<file path="src/rtl/imm_pkg.sv">
// Shared immediate-format codes and helpers for the decode/controller slice.
package imm_pkg;

    typedef enum logic [2:0] {
        I_T   = 3'd0,
        S_T   = 3'd1,
        B_T   = 3'd2,
        J_T   = 3'd3,
        U_T   = 3'd4,
        Z_T   = 3'd5,
        SH_T  = 3'd6,
        RSV_T = 3'd7
    } imm_src_e;

    // Width of the instruction field carried on the request: instr[31:7].
    localparam int unsigned DATA_W = 25;

    function automatic logic [63:0] sext32(input logic [31:0] v);
        return {{32{v[31]}}, v};
    endfunction

endpackage

</file>
<file path="src/rtl/imm_format.sv">
// Combinational immediate extraction and sign/zero extension for RISC-V formats.
module imm_format
    import imm_pkg::*;
#(
    parameter int XLEN = 32
) (
    input  logic [2:0]        imm_src,
    input  logic [DATA_W-1:0] data,
    output logic [XLEN-1:0]   imm,
    output logic              illegal
);

    // Indexed with true instruction bit numbers so the cases read like the ISA manual.
    logic [31:7] instr;
    logic [5:0]  shamt;

    assign instr = data;

    always_comb begin
        shamt   = (XLEN == 64) ? instr[25:20] : {1'b0, instr[24:20]};
        imm     = '0;
        illegal = 1'b0;
        case (imm_src_e'(imm_src))
            I_T:  imm = XLEN'(sext32({{20{instr[31]}}, instr[31:20]}));
            S_T:  imm = XLEN'(sext32({{20{instr[31]}}, instr[31:25], instr[11:7]}));
            B_T:  imm = XLEN'(sext32({{20{instr[31]}}, instr[7], instr[30:25],
                                      instr[11:8], 1'b0}));
            J_T:  imm = XLEN'(sext32({{12{instr[31]}}, instr[19:12], instr[20],
                                      instr[30:21], 1'b0}));
            U_T:  imm = XLEN'(sext32({instr[31:12], 12'b0}));
            Z_T:  imm = XLEN'(instr[19:15]);
            SH_T: imm = XLEN'(shamt);
            default: begin
                imm     = '0;
                illegal = 1'b1;
            end
        endcase
    end

endmodule

</file>
<file path="src/rtl/imm_ext_pipe.sv">
// Immediate extender with a valid/ready pipeline of 1 or 2 register stages.
module imm_ext_pipe
    import imm_pkg::*;
#(
    parameter int XLEN   = 32,
    parameter int STAGES = 1
) (
    input  logic              clk,
    input  logic              rst_n,
    input  logic              in_valid,
    output logic              in_ready,
    input  logic [2:0]        imm_src,
    input  logic [DATA_W-1:0] data,
    output logic              out_valid,
    input  logic              out_ready,
    output logic [XLEN-1:0]   imm_out,
    output logic              illegal
);

    logic [XLEN-1:0]   fmt_imm;
    logic              fmt_ill;

    logic [STAGES-1:0] valid_reg;
    logic [STAGES-1:0] ill_reg;
    logic [XLEN-1:0]   imm_reg [STAGES];

    logic [STAGES-1:0] load;
    logic [STAGES-1:0] up_valid;
    logic [STAGES-1:0] up_ill;
    logic [XLEN-1:0]   up_imm  [STAGES];

    imm_format #(
        .XLEN(XLEN)
    ) u_format (
        .imm_src (imm_src),
        .data    (data),
        .imm     (fmt_imm),
        .illegal (fmt_ill)
    );

    generate
        for (genvar gi = 0; gi < STAGES; gi++) begin : g_stage
            // A stage can load unless it and every stage after it is full and the sink stalls.
            assign load[gi] = out_ready | ~(&valid_reg[STAGES-1:gi]);

            if (gi == 0) begin : g_head
                assign up_valid[gi] = in_valid;
                assign up_imm[gi]   = fmt_imm;
                assign up_ill[gi]   = fmt_ill;
            end else begin : g_body
                assign up_valid[gi] = valid_reg[gi-1];
                assign up_imm[gi]   = imm_reg[gi-1];
                assign up_ill[gi]   = ill_reg[gi-1];
            end
        end
    endgenerate

    always_ff @(posedge clk) begin
        if (!rst_n) begin
            valid_reg <= '0;
            ill_reg   <= '0;
            for (int i = 0; i < STAGES; i++) begin
                imm_reg[i] <= '0;
            end
        end else begin
            for (int i = 0; i < STAGES; i++) begin
                if (load[i]) begin
                    valid_reg[i] <= up_valid[i];
                    // Payload only moves with a valid upstream, keeping the output quiet when idle.
                    if (up_valid[i]) begin
                        imm_reg[i] <= up_imm[i];
                        ill_reg[i] <= up_ill[i];
                    end
                end
            end
        end
    end

    assign in_ready  = load[0];
    assign out_valid = valid_reg[STAGES-1];
    assign imm_out   = imm_reg[STAGES-1];
    assign illegal   = ill_reg[STAGES-1];

endmodule
</file>
<file path="config.mk">
export PLATFORM = sky130hd
export DESIGN_NAME = imm_ext_pipe
export DESIGN_NICKNAME = d
export VERILOG_FILES = /design/src/rtl/imm_pkg.sv /design/src/rtl/imm_format.sv /design/src/rtl/imm_ext_pipe.sv
export SDC_FILE = /design/constraint.sdc
export NUM_CORES = 1
export LEC_CHECK = 0
export CAP_MARGIN = 20
export CORE_ASPECT_RATIO = 1.25
export CORE_UTILIZATION = 45
export CTS_BUF_LIST = sky130_fd_sc_hd__clkbuf_16
export CTS_CLUSTER_DIAMETER = 200
export DETAILED_ROUTE_END_ITERATION = 10
export GPL_TIMING_DRIVEN = 0
export PLACE_DENSITY = 0.87
export SLEW_MARGIN = 0
export SYNTH_ARGS = -nofsm -noshare
export SYNTH_HDL_FRONTEND = slang
export SYNTH_SLANG_ARGS = --single-unit
</file>
<file path="constraint.sdc">
create_clock -name clk -period 2 [get_ports clk]
set_input_delay 0.6 -clock clk [delete_from_list [all_inputs] [get_ports clk]]
set_output_delay 0.6 -clock clk [all_outputs]
set_load 0.1 [all_outputs]
</file>
* After elaboration in Yosys (flattened, before gate mapping)
Memories as Yosys holds them, arrays and structs flattened.
Cells that the tools add are included.
** Storage, ports and cells
- ROM bits :: 0
- Bits in registers :: 2
- Latch bits :: 0
- Memories :: 1
- Memory bits (writable) :: 32
- Output and inout port bits :: 35
- Logic and storage cells :: 24
- Input bits :: 32
** Memory list
- imm_reg :: depth 1, bits a word 32, rd ports 1, clocked after memory_dff 0, write ports 1, RTL line imm_ext_pipe.sv:25 : logic [XLEN-1:0] imm_reg [STAGES];
** Operators by class
- Equality and inequality tests :: 6
- Add/sub/neg operators :: 0
- Shift operators :: 0
- Multiplexer cells :: 9
- Reductions and logical operators :: 4
- $lt $le $gt $ge :: 0
- Bitwise gates (word level) :: 2
- Div/mod/pow operators :: 0
- Multipliers :: 0
** Operators by type and width (count)
- 32-bit case mux with 7 select lines :: 1
- 32-bit 2-to-1 mux :: 1
- 32-bit OR reduction :: 1
- 3-bit equality test (second input constant) :: 3
- 1-bit 2-to-1 mux :: 7
- 7-bit OR reduction :: 1
- 3-bit by 2-bit equality test with 1-bit output (second input constant) :: 2
- 3-bit by 1-bit equality test with 1-bit output (second input constant) :: 1
- 3-bit logical NOT :: 1
- 2-bit AND reduction :: 1
- 1-bit NOT :: 1
- 1-bit bitwise OR :: 1

* Depth between registers and ports, before layout
Gate-level depths: netlist (run 1).
- Depth in word-level cells :: 7
- Gate-level depth with buffers :: 5
- Depth with buffers taken out :: 4

* Cells and area by module
From an unflattened synthesis (run 1), not the netlist that was laid out.
** Unflattened totals
- Cells, all modules :: 160
- Area total of the unflattened synthesis :: 1944.4 sq um
** By module, submodules not included
- imm_ext_pipe :: cells an instance 78, area each 1353.8 sq um, times used 1, seq. area each 1001.0 sq um
- imm_format :: cells an instance 82, area each 590.6 sq um, times used 1, seq. area each 0.0 sq um

* Worst setup path after synthesis (run 1)
OpenSTA, ideal clock, no wires.
- Kind :: flip-flop to flip-flop
- From :: register valid_reg (netlist: out_valid)
- To :: memory imm_reg[0][0], enable pin
- Stages on the path, launching flop included :: 5
- Library setup time :: 0.479 ns
- Path slack :: -0.627 ns
- Arrival time :: 2.148 ns
- Period minus slack after synthesis :: 2.627 ns
- Data required time :: 1.521 ns
- Path buffers :: 0
- Path through :: dfxtp_1 -> nor2b_4 -> inv_2 -> nand2_1 -> nand2_1
** Between the ends
- Word-level cells in the longest chain between the ends :: 7
** RTL lines
- start, declared :: RTL line imm_ext_pipe.sv:23 : logic [STAGES-1:0] valid_reg;
- start signal, assigned by index :: RTL line imm_ext_pipe.sv:68 : valid_reg[i] <= up_valid[i];
- 1-bit NOT (*) :: RTL line imm_ext_pipe.sv:44 : assign load[gi] = out_ready | ~(&valid_reg[STAGES-1:gi]);
- 1-bit bitwise OR (*) :: RTL line imm_ext_pipe.sv:44
- via in_ready :: RTL line imm_ext_pipe.sv:11 : output logic in_ready,
- 1-bit 2-to-1 mux (*) :: RTL line imm_ext_pipe.sv:67 : if (load[i]) begin
- 1-bit 2-to-1 mux (*) :: RTL line imm_ext_pipe.sv:59 : if (!rst_n) begin
- 1-bit 2-to-1 mux (not written as such) (*) :: RTL line imm_ext_pipe.sv:71 : imm_reg[i] <= up_imm[i];
- 32-bit OR reduction (no line)
- 1-bit 2-to-1 mux (no line) (*)
- end, declared :: RTL line imm_ext_pipe.sv:25
The timed path passes the listed nets; every way through them passes the cells marked *.

* Worst setup path after layout (run 1)
- From :: input port imm_src[1]
- To :: memory imm_reg[0][4] (data pin)
** Between the ends
- Word-level cells in the longest chain between the ends :: 3
- Elaborated cells on any way between the ends :: 9
- Those cells by class :: eq/ne: 6; mux: 2; reduce/logical: 1
** RTL lines
- start, declared :: RTL line imm_ext_pipe.sv:12 : input logic [2:0] imm_src,
- 3-bit equality test (tied with other cells) :: RTL line imm_format.sv:23 : case (imm_src_e'(imm_src))
- 32-bit case mux with 7 select lines (*) :: RTL line imm_format.sv:23
- 32-bit 2-to-1 mux (no line) (*)
Mark *: on every way between the ends. The rest lies on a longest branch, timed or not.

==> insert_results.sql, run 1 <==
INSERT INTO impl_metrics (metric_group, metric, value, unit) VALUES
('floorplan', 'placeableCoreArea', '3879', 'sq um'),
('setup_path', 'setup.worst_path.end_class', 'register', ''),
('clock_tree', 'cts.root.buffer_cell', 'sky130_fd_sc_hd__clkbuf_16', ''),
('timing', 'holdWs', '0.6395', 'ns'),
('layout', 'instances_no_fill', '290', ''),
('clock_tree', 'insertion_delay', '0.27', 'ns'),
('place', 'port_buffers', '65', ''),
('detailed_routing', 'dr_total_vias', '1549', ''),
('setup_path', 'start_kind', 'input pin', ''),
('timing', 'fin_worst_skew', '0.003073', 'ns'),
('clock_tree', 'cts_max_path_buffers', '2', ''),
('clock_tree', 'cts-hold-fix-buffers', '0', ''),
('grt', 'grt_overflow', '0', ''),
('place', 'post-dp-hpwl', '3108', 'um'),
('synthesis', 'postSynth.asyncResetShare', '0', ''),
('floorplan', 'dieArea', '4437', 'sq um'),
('power_and_ir_drop', 'power.ir.vdd_worst', '0.0005077', 'V'),
('setup_path', 'setup.reg_to_reg.worst_slack', '0.65', 'ns'),
('clock_tree', 'htree_levels', '2', ''),
('detailed_routing', 'final_antenna_net_count', '0', ''),
('timing', 'grt_setup_unrepaired', 'false', ''),
('setup_path', 'cp_max_fo', '10', ''),
('timing', 'timing.final.max_slew_violations', '0', ''),
('detailed_routing', 'drt_first_pass_iters', '4', ''),
('detailed_routing', 'drt-wirelength-per-cell', '15.35', 'um'),
('floorplan', 'die_height', '74.23', 'um'),
('timing', 'timing.final.setup_violations', '0', ''),
('synthesis', 'yosys.cell_types.count', '36', ''),
('detailed_routing', 'finalWirelength', '4451', 'um'),
('place', 'number_of_placed_instances_taps_included', '282', ''),
('timing', 'timing.slew.headroom', '0.6329', ''),
('grt', 'antenna_violations_before_repair', '0', ''),
('timing', 'timing.final.crit_period', '1.941', 'ns'),
('clock_tree', 'cts_sinks', '34', ''),
('timing', 'fin_ws', '0.05914', 'ns'),
('layout', 'largest_reg_flops', '32', ''),
('floorplan', 'die_x', '59.78', 'um'),
('flow_run', 'maxcap_violations', '0', ''),
('synthesis', 'netlist_instances', '163', ''),
('synthesis', 'postSynthAreaPerCell', '11.52', 'sq um'),
('synthesis', 'ys_dominant_reg_cell', 'sky130_fd_sc_hd__edfxtp_1', ''),
('timing', 'timing.final.crit_share', '0.9704', ''),
('synthesis', 'yosys_warnings', '0', ''),
('synthesis', 'syn-cell-area', '1878', 'sq um'),
('timing', 'max_slew.worst_pin.slew', '0.5532', 'ns'),
('detailed_routing', 'dr_drc_count', '0', ''),
('setup_path', 'worst-setup-path-type', 'input pin to register', ''),
('clock_tree', 'clock_tree_from_tritoncts', 'built', ''),
('grt', 'pin_count_of_the_biggest_net_entering_global_routing', '33', ''),
('setup_path', 'critPathRequiredTime', '2.00', 'ns'),
('synthesis', 'yosysSeqAreaShare', '0.5330', ''),
('run_status', 'run_status', 'complete, no violations', ''),
('detailed_routing', 'viasPerCell', '5.341', ''),
('grt', 'first_pass_grt_wire_length', '7176', 'um'),
('layout', 'finalNetCount', '267', ''),
('clock_tree', 'cts_buffers', '5', ''),
('grt', 'globalRouteTotalUtil', '0.2210', ''),
('power_and_ir_drop', 'power.density_cell_area', '805.9', 'nW/um^2'),
('power_and_ir_drop', 'total_leakage_power', '1.009', 'nW'),
('detailed_routing', 'dr.first_iter.drc_count', '78', ''),
('synthesis', 'synth-edff-count', '32', ''),
('worst_hold_path', 'hold_path.class', 'register to register', ''),
('place', 'routabilityCongestion', '0.8153', ''),
('synthesis', 'synth.net_count', '195', ''),
('floorplan', 'placement_rows', '25', ''),
('layout', 'area_growth_syn_to_layout', '49.03', '%'),
('timing', 'setup_total_negative_slack', '0', 'ns'),
('floorplan', 'initial_utilization', '0.4842', ''),
('timing', 'achievable-frequency', '515.2', 'MHz'),
('synthesis', 'postSynthRegisterBits', '34', ''),
('layout', 'drive_gt1_frac', '0.3305', ''),
('setup_path', 'crit_arrival', '1.94', 'ns'),
('clock_tree', 'cts.reportedPaths.clkPinSlew', '0.05', 'ns'),
('timing', 'hold_violation_total_from_the_final_report', '0', ''),
('grt', 'grt_pass1_vias', '1515', ''),
('place', 'dp_worst_setup_slack', '-0.9686', 'ns'),
('layout', 'antenna_cells_inserted', '0', ''),
('floorplan', 'design.portCount', '67', '');
-- report_power, final --
group          switching (mW)  internal [mW]
clock network           0.255          0.448
logic                   0.514          0.191
registers              0.0128          0.834
total                   0.782           1.47
-- final timing paths --
| kind | from | end | depth (start not counted) |
|---|---|---|---|
| max | imm_src[1] | imm_reg[0][4]$_SDFFCE_PN0P_ | 5 |
| max reg2reg | out_valid$_SDFFE_PN0N_ | imm_reg[0][9]$_SDFFCE_PN0P_ | 5 |
| min | out_valid$_SDFFE_PN0N_ | out_valid$_SDFFE_PN0N_ | 2 |
| min reg2reg | out_valid$_SDFFE_PN0N_ | out_valid$_SDFFE_PN0N_ | 2 |
-- what timing repair did --
action / CTS / global route
buffers inserted: 0 / 0
gates resized for setup: 112 / 4
endpoints found under the setup margin: 35 / 24
-- cell usage after synthesis (3+ instances only) --
cell type / count / area [sq um]
sky130_fd_sc_hd__nand2b_1: 3 / 18.77
sky130_fd_sc_hd__buf_2: 7 / 35.03
sky130_fd_sc_hd__o21ba_2: 7 / 70.07
sky130_fd_sc_hd__buf_6: 4 / 45.04
sky130_fd_sc_hd__a211oi_1: 3 / 22.52
sky130_fd_sc_hd__nand3b_1: 7 / 52.55
sky130_fd_sc_hd__nand3_1: 7 / 35.03
sky130_fd_sc_hd__nand2_1: 16 / 60.06
sky130_fd_sc_hd__nor3b_1: 7 / 52.55
sky130_fd_sc_hd__edfxtp_1: 32 / 960.9
sky130_fd_sc_hd__mux2_2: 6 / 67.56
sky130_fd_sc_hd__a21oi_1: 27 / 135.1
sky130_fd_sc_hd__a221oi_1: 4 / 35.03
-- routing by layer --
layer  routed length, um  track usage  vias to the layer above  share of wire
met5                   0            0                        -              0
met4                 117       0.1059                        0          0.026
met3                 265      0.05043                       12          0.060
met2                2372       0.3852                       71           0.53
met1                1695       0.2528                      711           0.38
li1                    -            -                      755              -
-- final cells by class --
cell class	count	area [sq um]
inverter	2	10.01
fill	290	1080
clock inverter	3	12.51
sequential	34	1002
multi-input combinational	112	780.7
tap	54	67.56
timing repair buffer	65	695.7
buffer	15	105.1
clock buffer	5	125.1
-- placed cells by master (no fill, tap or decap), drive strengths merged, types with 3 or more instances in the layout --
| cell type | n |
|---|---|
| mux2 | 6 |
| clkdlybuf4s15 | 33 |
| o21ba | 7 |
| buf | 13 |
| clkdlybuf4s50 | 29 |
| nor3b | 8 |
| a21oi | 27 |
| edfxtp | 32 |
| inv | 3 |
| nand3b | 7 |
| a221oi | 4 |
| a211oi | 3 |
| nand2 | 16 |
| nand2b | 3 |
| nand3 | 9 |
| clkbuf | 9 |
-- per-stage QoR --
stage / cell area [sq um] / power [mW] / utilization
after floorplan: 1882 / 1.376 / -
after global placement: 2600 / 1.565 / 0.6703
after detailed placement: 2600 / 1.573 / 0.6703
after CTS: 2790 / 2.265 / 0.7194
after global routing: 2799 / 2.335 / 0.7216
final: 2799 / 2.256 / 0.7216
-- critical path, stage by stage --
cell and delay [ns]:
sky130_fd_sc_hd__clkdlybuf4s50_1 0.53, sky130_fd_sc_hd__buf_6 0.18, sky130_fd_sc_hd__and2b_1 0.27, sky130_fd_sc_hd__a221oi_2 0.26, sky130_fd_sc_hd__a211oi_1 0.10
-- cells by family after synthesis --
kind of cell / share of synthesized area
simple gates: 0.1759
compound gates: 0.1712
flops: 0.5330
buf+inv: 0.05862
mux: 0.04663
xor+xnor: 0.01466
Power figures use the tool's default switching activity.
==> inputs of run 2 (changes only) <==
CORE_UTILIZATION = 40   (was 45)
PLACE_DENSITY = 0.82   (was 0.87)
SKIP_LAST_GASP = 1   (was not set)
clock period = 1.58 ns   (was 2 ns; I/O delays follow)
==> run 2 against run 1 <==
Non-clock buffer count is 1 higher. Worst setup slack worse by 0.0038 ns. Combinational power grew 23%. Final cell count is 1.4% higher. Highest routed layer unchanged.
==> insert_results.sql, run 2 (synthesized netlist as in run 1, its figures left out) <==
INSERT INTO impl_metrics (metric_group, metric, value, unit) VALUES
('run_status', 'run_status', 'complete, no violations', ''),
('layout', 'finalNetCount', '268', ''),
('layout', 'final_cell_mix', '38 x sky130_fd_sc_hd__buf_2, 32 x sky130_fd_sc_hd__edfxtp_1, 27 x sky130_fd_sc_hd__a21oi_1', ''),
('clock_tree', 'insertion_delay', '0.27', 'ns'),
('worst_hold_path', 'worstHoldStart', 'illegal$_SDFFE_PN0P_', ''),
('timing', 'grt_setup_unrepaired', 'false', ''),
('worst_hold_path', 'holdPathEnd', 'illegal$_SDFFE_PN0P_', ''),
('timing', 'hold_violation_total_from_the_final_report', '0', ''),
('grt', 'antenna_violations_before_repair', '0', ''),
('clock_tree', 'cts-hold-fix-buffers', '0', ''),
('place', 'number_of_placed_instances_taps_included', '286', ''),
('power_and_ir_drop', 'seq_power_share', '0.375', ''),
('power_and_ir_drop', 'internal-power', '1.831', 'mW'),
('power_and_ir_drop', 'total_leakage_power', '1.044', 'nW'),
('place', 'post-dp-hpwl', '3038', 'um'),
('power_and_ir_drop', 'share_clk_of_total_power', '0.321', ''),
('power_and_ir_drop', 'power.ir.vdd_worst', '0.0005611', 'V'),
('place', 'routabilityCongestion', '0.7738', ''),
('detailed_routing', 'dr.first_iter.drc_count', '83', ''),
('floorplan', 'placeableCoreArea', '4459', 'sq um'),
('setup_path', 'crit_path_top_delay_cell', 'sky130_fd_sc_hd__clkdlybuf4s50_1', ''),
('floorplan', 'die_x', '63.29', 'um'),
('clock_tree', 'htree_levels', '2', ''),
('clock_tree', 'cts_buffers', '5', ''),
('timing', 'holdWs', '0.6190', 'ns'),
('detailed_routing', 'drt_first_pass_iters', '4', ''),
('place', 'port_buffers', '65', ''),
('setup_path', 'worstReg2RegStart', 'out_valid$_SDFFE_PN0N_', ''),
('clock_tree', 'cts_max_path_buffers', '2', ''),
('power_and_ir_drop', 'combinational_cell_fraction_of_total_power', '0.304', ''),
('timing', 'timing.final.max_slew_violations', '0', ''),
('clock_tree', 'cts.reportedPaths.clkPinSlew', '0.05', 'ns'),
('floorplan', 'initial_utilization', '0.4212', ''),
('detailed_routing', 'dr_total_vias', '1585', ''),
('setup_path', 'critPathRequiredTime', '1.60', 'ns'),
('timing', 'timing.final.crit_period', '1.525', 'ns'),
('timing', 'achievable-frequency', '655.9', 'MHz'),
('layout', 'instances_no_fill', '294', ''),
('floorplan', 'design.portCount', '67', ''),
('layout', 'area_growth_syn_to_layout', '40.64', '%'),
('layout', 'drive_gt1_frac', '0.3517', ''),
('power_and_ir_drop', 'sw_frac_of_total', '0.3572', ''),
('setup_path', 'crit_path_max_incr_delay', '0.49', 'ns'),
('setup_path', 'critPathTopFamily', 'buffers and inverters', ''),
('clock_tree', 'cts.root.buffer_cell', 'sky130_fd_sc_hd__clkbuf_16', ''),
('worst_hold_path', 'hold_path_depth', '2', ''),
('timing', 'fin_worst_skew', '0.002492', 'ns'),
('detailed_routing', 'drt-wirelength-per-cell', '15.47', 'um'),
('detailed_routing', 'finalWirelength', '4548', 'um'),
('grt', 'first_pass_grt_wire_length', '7445', 'um'),
('timing', 'timing.final.crit_share', '0.9650', ''),
('floorplan', 'die_height', '78.61', 'um'),
('flow_run', 'maxcap_violations', '0', ''),
('setup_path', 'worst-setup-path-type', 'input pin to register', ''),
('setup_path', 'timing.critical_path.buf_inv', '1', ''),
('setup_path', 'timing.reg2reg.worst_path_depth', '5', ''),
('clock_tree', 'cts_sinks', '34', ''),
('setup_path', 'r2r-end', 'imm_reg[0][10]$_SDFFCE_PN0P_', ''),
('layout', 'largest_reg_flops', '32', ''),
('setup_path', 'crit_arrival', '1.55', 'ns'),
('grt', 'grt_overflow', '0', ''),
('setup_path', 'start_kind', 'input pin', ''),
('worst_hold_path', 'hold_path.class', 'register to register', ''),
('setup_path', 'worstPathCellList', 'clkdlybuf4s50_1, mux2_2, o22ai_1, nor3_1', ''),
('grt', 'globalRouteTotalUtil', '0.1940', ''),
('grt', 'grt_pass1_vias', '1578', ''),
('setup_path', 'setup.worst_path.end_class', 'register', ''),
('layout', 'layout_commonest_cell', 'sky130_fd_sc_hd__buf_2', ''),
('timing', 'max_slew.worst_pin.slew', '0.4929', 'ns'),
('layout', 'final.fill_count', '411', ''),
('layout', 'antenna_cells_inserted', '0', ''),
('setup_path', 'cp_max_fo', '4', ''),
('grt', 'pin_count_of_the_biggest_net_entering_global_routing', '33', ''),
('timing', 'timing.final.setup_violations', '0', ''),
('power_and_ir_drop', 'power.density_cell_area', '1078', 'nW/um^2'),
('floorplan', 'dieArea', '4975', 'sq um'),
('clock_tree', 'clock_tree_from_tritoncts', 'built', ''),
('detailed_routing', 'viasPerCell', '5.391', ''),
('power_and_ir_drop', 'switchingPower', '1.017', 'mW'),
('timing', 'timing.slew.headroom', '0.6737', ''),
('floorplan', 'placement_rows', '27', ''),
('detailed_routing', 'final_antenna_net_count', '0', ''),
('setup_path', 'setup.reg_to_reg.worst_slack', '0.26', 'ns'),
('detailed_routing', 'dr_drc_count', '0', '');
[run 2: changes by cell type in the layout (fill, tap and decap cells not counted), sizes merged]
cell,delta
inv,-1
clkdlybuf4s50,-4
buf,+37
clkdlybuf4s15,-31
clkbuf,-3
dlygate4sd2,+2
[run 2: worst reg2reg max path, cell delays in order, from the launching register on]
cell	delay [ns]
sky130_fd_sc_hd__dfxtp_4	0.33
sky130_fd_sc_hd__nor2b_4	0.13
sky130_fd_sc_hd__inv_4	0.09
sky130_fd_sc_hd__nand3_4	0.13
sky130_fd_sc_hd__buf_2	0.23
sky130_fd_sc_hd__nor3b_1	0.24
[run 2: layer usage]
metal,vias up,global-route usage,share of wire
li1,757,-,-
met1,739,0.2242,0.39
met2,82,0.3366,0.52
met3,7,0.05087,0.069
met4,0,0.08182,0.019
met5,-,0,0
[run 2: what timing repair did]
| action | in CTS | in global routing |
|---|---|---|
| buffers inserted | 1 | 0 |
| gates resized for setup | 192 | 5 |
| setup endpoints to repair | 67 | 13 |
| cloned | 1 | 0 |
[run 2: how the worst max path moves through the flow]
stage | start | endpoint | slack, ns | cells past startpoint
after floorplan | out_valid$_SDFFE_PN0N_ | imm_reg[0][0]$_SDFFCE_PN0P_ | 0.01 | 4
after global placement | out_ready | in_ready | -1.12 | 4
after detailed placement | out_ready | in_ready | -1.11 | 4
after CTS | out_ready | in_ready | 0.007 | 4
after global routing | data[24] | imm_reg[0][22]$_SDFFCE_PN0P_ | 0.006 | 5
final | data[15] | imm_reg[0][2]$_SDFFCE_PN0P_ | 0.06 | 4
[run 2: metrics by stage]
stage | instance area [sq um] | worst slack [ns] | power [mW] | TNS [ns] | util
2_1_floorplan | 1901 | 0.01335 | 1.745 | 0 | -
3_3_place_gp | 2624 | -1.120 | 1.988 | -32.27 | 0.5884
3_5_place_dp | 2624 | -1.115 | 1.995 | -33.23 | 0.5884
4_1_cts | 2631 | 0.006925 | 2.854 | 0 | 0.5901
5_1_grt | 2641 | 0.006335 | 2.936 | 0 | 0.5923
6_report | 2641 | 0.05533 | 2.849 | 0 | 0.5923
[run 2: final cells by class]
| cell class | instances | area, sq um | area share |
|---|---|---|---|
| plain buffers | 14 | 111.4 | 0.04216 |
| clock buffers | 5 | 125.1 | 0.04737 |
| clock inverters | 2 | 10.01 | 0.003790 |
| inverters | 2 | 10.01 | 0.003790 |
| multi-input cells | 112 | 802.0 | 0.3036 |
| flip-flops and latches | 34 | 1005 | 0.3804 |
| well taps | 58 | 72.57 | 0.02748 |
| repair buffers | 67 | 505.5 | 0.1914 |
[run 2: power by group through the flow]
stage	logic (mW)	clock network [mW]	registers [mW]
floorplan	0.195	0	1.55
global placement	0.900	0	1.09
detailed placement	0.906	0	1.09
CTS	0.862	0.922	1.07
global route	0.898	0.964	1.07
finish	0.865	0.915	1.07
==> inputs of run 3 (changes only) <==
CORE_MARGIN = 10   (was not set)
PLACE_DENSITY = 0.75   (was 0.82)
==> run 3 against run 2 <==
Sequential share of layout area down 0.50 points. Largest cell class unchanged. Utilization up 0.79 points. Worst setup slack worse by 0.034 ns. Via count down 1.3%. Largest power group unchanged. Final cell count up 1.4%. Critical endpoint is now imm_reg[0][3]$_SDFFCE_PN0P_. Highest routed layer unchanged.
==> insert_results.sql, run 3 (synthesized netlist as in run 1, its figures left out) <==
INSERT INTO impl_metrics (metric_group, metric, value, unit) VALUES
('power_and_ir_drop', 'power.density_cell_area', '1064', 'nW/um^2'),
('grt', 'grt_pass1_vias', '1619', ''),
('floorplan', 'placeableCoreArea', '4459', 'sq um'),
('place', 'post-dp-hpwl', '3623', 'um'),
('layout', 'seqCellArea', '1005', 'sq um'),
('timing', 'timing.final.max_slew_violations', '0', ''),
('setup_path', 'cp_max_fo', '5', ''),
('detailed_routing', 'finalWirelength', '5021', 'um'),
('detailed_routing', 'drt_first_pass_iters', '4', ''),
('layout', 'area_growth_syn_to_layout', '42.51', '%'),
('setup_path', 'start_kind', 'input pin', ''),
('floorplan', 'initial_utilization', '0.4212', ''),
('timing', 'fin_worst_skew', '0.004223', 'ns'),
('timing', 'holdWs', '0.6139', 'ns'),
('setup_path', 'crit_path_top_delay_cell', 'sky130_fd_sc_hd__a221oi_1', ''),
('layout', 'largest_reg_flops', '32', ''),
('setup_path', 'crit_path_max_incr_delay', '0.37', 'ns'),
('detailed_routing', 'dr.first_iter.drc_count', '80', ''),
('grt', 'first_pass_grt_wire_length', '8107', 'um'),
('power_and_ir_drop', 'power.ir.vdd_worst', '0.0004772', 'V'),
('run_status', 'run_status', 'complete, no violations', ''),
('layout', 'final.fill_count', '399', ''),
('place', 'port_buffers', '65', ''),
('clock_tree', 'insertion_delay', '0.28', 'ns'),
('power_and_ir_drop', 'p_total', '2.846', 'mW'),
('worst_hold_path', 'hold_path.class', 'input pin to register', ''),
('timing', 'grt_setup_unrepaired', 'true', ''),
('place', 'number_of_placed_instances_taps_included', '286', ''),
('layout', 'multiInputGateArea', '798.3', 'sq um'),
('timing', 'timing.slew.headroom', '0.6667', ''),
('timing', 'setup_total_negative_slack', '0', 'ns'),
('layout', 'instances_no_fill', '298', ''),
('place', 'dp_worst_setup_slack', '-1.140', 'ns'),
('setup_path', 'timing.critical_path.buf_inv', '2', ''),
('detailed_routing', 'final_antenna_net_count', '0', ''),
('grt', 'globalRouteTotalUtil', '0.1284', ''),
('detailed_routing', 'maxUsedRoutingLayer', 'met4', ''),
('timing', 'timing.final.crit_period', '1.559', 'ns'),
('setup_path', 'critPathRequiredTime', '1.60', 'ns'),
('layout', 'drive_gt1_frac', '0.3542', ''),
('detailed_routing', 'dr_total_vias', '1564', ''),
('detailed_routing', 'wl_met1', '2011', 'um'),
('detailed_routing', 'dr_drc_count', '0', ''),
('floorplan', 'die_height', '96.61', 'um'),
('setup_path', 'critPathTopFamily', 'compound AO/OA/AOI/OAI gates', ''),
('setup_path', 'setup.worst_path.end_class', 'register', ''),
('clock_tree', 'cts.reportedPaths.clkPinSlew', '0.05', 'ns'),
('clock_tree', 'htree_levels', '2', ''),
('place', 'routabilityCongestion', '0.8341', ''),
('detailed_routing', 'drt-wirelength-per-cell', '16.85', 'um'),
('layout', 'layout_commonest_cell', 'sky130_fd_sc_hd__buf_2', ''),
('clock_tree', 'cts_buffers', '5', ''),
('power_and_ir_drop', 'total_leakage_power', '1.072', 'nW'),
('timing', 'timing.final.setup_violations', '0', ''),
('clock_tree', 'cts_max_path_buffers', '2', ''),
('setup_path', 'worst-setup-path-type', 'input pin to register', ''),
('floorplan', 'dieArea', '7853', 'sq um'),
('grt', 'pin_count_of_the_biggest_net_entering_global_routing', '33', ''),
('timing', 'fin_ws', '0.02120', 'ns'),
('layout', 'antenna_cells_inserted', '0', ''),
('floorplan', 'design.portCount', '67', ''),
('clock_tree', 'clock_tree_from_tritoncts', 'built', ''),
('clock_tree', 'cts_sinks', '34', ''),
('timing', 'max_slew.worst_pin.slew', '0.5034', 'ns'),
('setup_path', 'crit_arrival', '1.57', 'ns'),
('timing', 'hold_violation_total_from_the_final_report', '0', ''),
('floorplan', 'placement_rows', '27', ''),
('detailed_routing', 'route.met3.wl', '421', 'um'),
('setup_path', 'worstPathCellList', 'dlygate4sd2_1, buf_4, and2b_1, a221oi_1, a211oi_2', ''),
('grt', 'grt_overflow', '0', ''),
('timing', 'achievable-frequency', '641.5', 'MHz'),
('timing', 'timing.final.crit_share', '0.9866', ''),
('clock_tree', 'cts.root.buffer_cell', 'sky130_fd_sc_hd__clkbuf_16', ''),
('layout', 'finalNetCount', '271', ''),
('detailed_routing', 'viasPerCell', '5.248', ''),
('layout', 'final_cell_mix', '37 x sky130_fd_sc_hd__buf_2, 32 x sky130_fd_sc_hd__edfxtp_1, 27 x sky130_fd_sc_hd__a21oi_1', ''),
('floorplan', 'die_x', '81.29', 'um'),
('flow_run', 'maxcap_violations', '0', ''),
('grt', 'antenna_violations_before_repair', '0', ''),
('detailed_routing', 'detailroute.wirelength.met2', '2522', 'um');
## run 3: final cells by class
type | count | share of cell area
Sequential cell | 34 | 0.3754
Multi-Input combinational cell | 112 | 0.2983
Timing Repair Buffer | 70 | 0.2015
Clock buffer | 5 | 0.04675
Buffer | 14 | 0.04254
Tap cell | 58 | 0.02712
Clock inverter | 3 | 0.004675
Inverter | 2 | 0.003740
## run 3: repair_timing
action,4_1_cts,5_1_grt
gates resized for setup,190,5
gates cloned,1,0
hold buffers,0,0
setup endpoints to repair,66,54
buffers inserted,2,2
## run 3: where the power goes
part	internal [mW]	switching, mW
Sequential	1.05	0.0134
Clock	0.568	0.336
Combinational	0.216	0.658
Total	1.84	1.01
## run 3: worst paths after layout
path	start	endpoint	slack, ns	cells past startpoint
worst min-delay path	in_valid	out_valid$_SDFFE_PN0N_	0.61	2
worst max-delay path	imm_src[1]	imm_reg[0][3]$_SDFFCE_PN0P_	0.02	5
worst max register to register	out_valid$_SDFFE_PN0N_	imm_reg[0][30]$_SDFFCE_PN0P_	0.22	5
worst min register to register	illegal$_SDFFE_PN0P_	illegal$_SDFFE_PN0P_	0.63	2
## run 3: routing by layer
metal,vias to the layer above,GRT usage
li1,764,-
met1,730,0.1445
met2,63,0.2122
met3,7,0.04344
met4,0,0.05179
met5,-,0
## run 3: per-stage QoR
step / instance area, sq um / util
2_1_floorplan: 1901 / -
3_3_place_gp: 2624 / 0.5884
3_5_place_dp: 2624 / 0.5884
4_1_cts: 2648 / 0.5937
5_1_grt: 2676 / 0.6002
6_report: 2676 / 0.6002
==> patch, RTL diff (flow settings as in run 2) <==
`XLEN` is set to 32 in 2 places; all go to 16.
--- a/src/rtl/imm_format.sv
+++ b/src/rtl/imm_format.sv
@@ -2,7 +2,7 @@
 module imm_format
     import imm_pkg::*;
 #(
-    parameter int XLEN = 32
+    parameter int XLEN = 16
 ) (
     input  logic [2:0]        imm_src,
     input  logic [DATA_W-1:0] data,
--- a/src/rtl/imm_ext_pipe.sv
+++ b/src/rtl/imm_ext_pipe.sv
@@ -2,7 +2,7 @@
 module imm_ext_pipe
     import imm_pkg::*;
 #(
-    parameter int XLEN   = 32,
+    parameter int XLEN   = 16,
     parameter int STAGES = 1
 ) (
     input  logic              clk,
Ports: changed (resized imm_out); port bits go from 67 to 51. The function was not compared with the original's and may differ.
==> patch against run 2 <==
- routed wire length fell by 43%
- sequential cell count fell by 16
- total power fell by 44%
- largest cell class is now multi-input gates
- area after synthesis fell by 41%
- design area fell by 36%
- worst setup slack got worse by 0.030 ns
- highest routed layer unchanged
- critical path depth did not move
==> patch: results (changes against run 2) <==
status=finished, final reports clean (unchanged); Routed WL=2.592 mm (was 4.548 mm); number of DRC markers in iteration 0=35 (was 83); routed len/inst=14.16 um (was 15.47 um); worst vdd ir=0.5454 mV (was 0.5611 mV); Placer Congestion=0.8168 (was 0.7738); fin nets=182 (was 268); Compound-Gate Fraction of Synth Area=0.1783 (was 0.1712); Mapped Cells=95 (was 163); Clock Power Share=0.318 (was 0.321); CP arrival=1.08 ns (was 1.55 ns); Synthesized Nets=127 (was 195); Cell Area, Placed=1653 sq um (was 2624 sq um); crit path from=out_ready (was data[15]); first-pass GRT wire length=4.022 mm (was 7.445 mm); cts repair resizes=95 (was 192); Crit path largest cell delay=0.20 ns (was 0.49 ns); Place WS=-1.150 ns (was -1.115 ns); number of enable flip-flop cells after synthesis=16 (was 32); clk_lat worst skew=0.25 ns (was 0.27 ns); Reg2Reg Setup Slack=0.31 ns (was 0.26 ns); sw power=0.0005407 W (was 0.001017 W); post-synthesis cell type count=32 (was 36); Pwr Density=945.1 nW/um^2 (was 1078 nW/um^2); placed cells=177 (was 286); commonest cells in the netlist=edfxtp_1 (16), a21oi_1 (8), nor3b_1 (7) (was edfxtp_1 (32), a21oi_1 (27), nand2_1 (16)); CP Max Fanout=5 (was 4); final setup skew=0.0008744 ns (was 0.002492 ns); GRT Overall Usage=0.1779 (was 0.1940); minimum clock period=1.555 ns (was 1.525 ns); met1 wire length=1.039 mm (was 1.792 mm); main area contributors after synthesis=edfxtp_1 (43%), mux2_2 (5.1%), nor3b_1 (4.7%) (was edfxtp_1 (51%), a21oi_1 (7.2%), o21ba_2 (3.7%))
==> patch: cell types whose count changed in the layout (fill, tap and decap cells not counted), moves of 3 or more <==
cell	run 2	this run
buf_2	38	18
a21oi_1	27	8
edfxtp_1	32	16
nand2_1	15	3
nand3b_1	7	4
o21ba_2	7	4
==> patch: routing by layer <==
metal  vias to the layer above  track usage
met3                         8      0.03759
li1                        471            -
met1                       458       0.1994
met5                         -            0
met4                         0      0.08403
met2                        41       0.3249
==> patch: per-stage QoR <==
stage / util / TNS, ns
after floorplan: - / 0
after global placement: 0.6228 / -15.70
after detailed placement: 0.6228 / -16.26
after CTS: 0.6445 / -0.02492
after global routing: 0.6346 / 0
final: 0.6346 / 0
==> patch: layout make-up <==
class,count,area (sq um),area share
sequential,18,524.3,0.3113
buffer,7,67.56,0.04012
inverter,3,18.77,0.01114
clock inverter,1,3.754,0.002229
timing repair buffer,50,419.2,0.2489
tap,34,42.54,0.02526
clock buffer,3,75.07,0.04458
multi-input combinational,67,533.0,0.3165
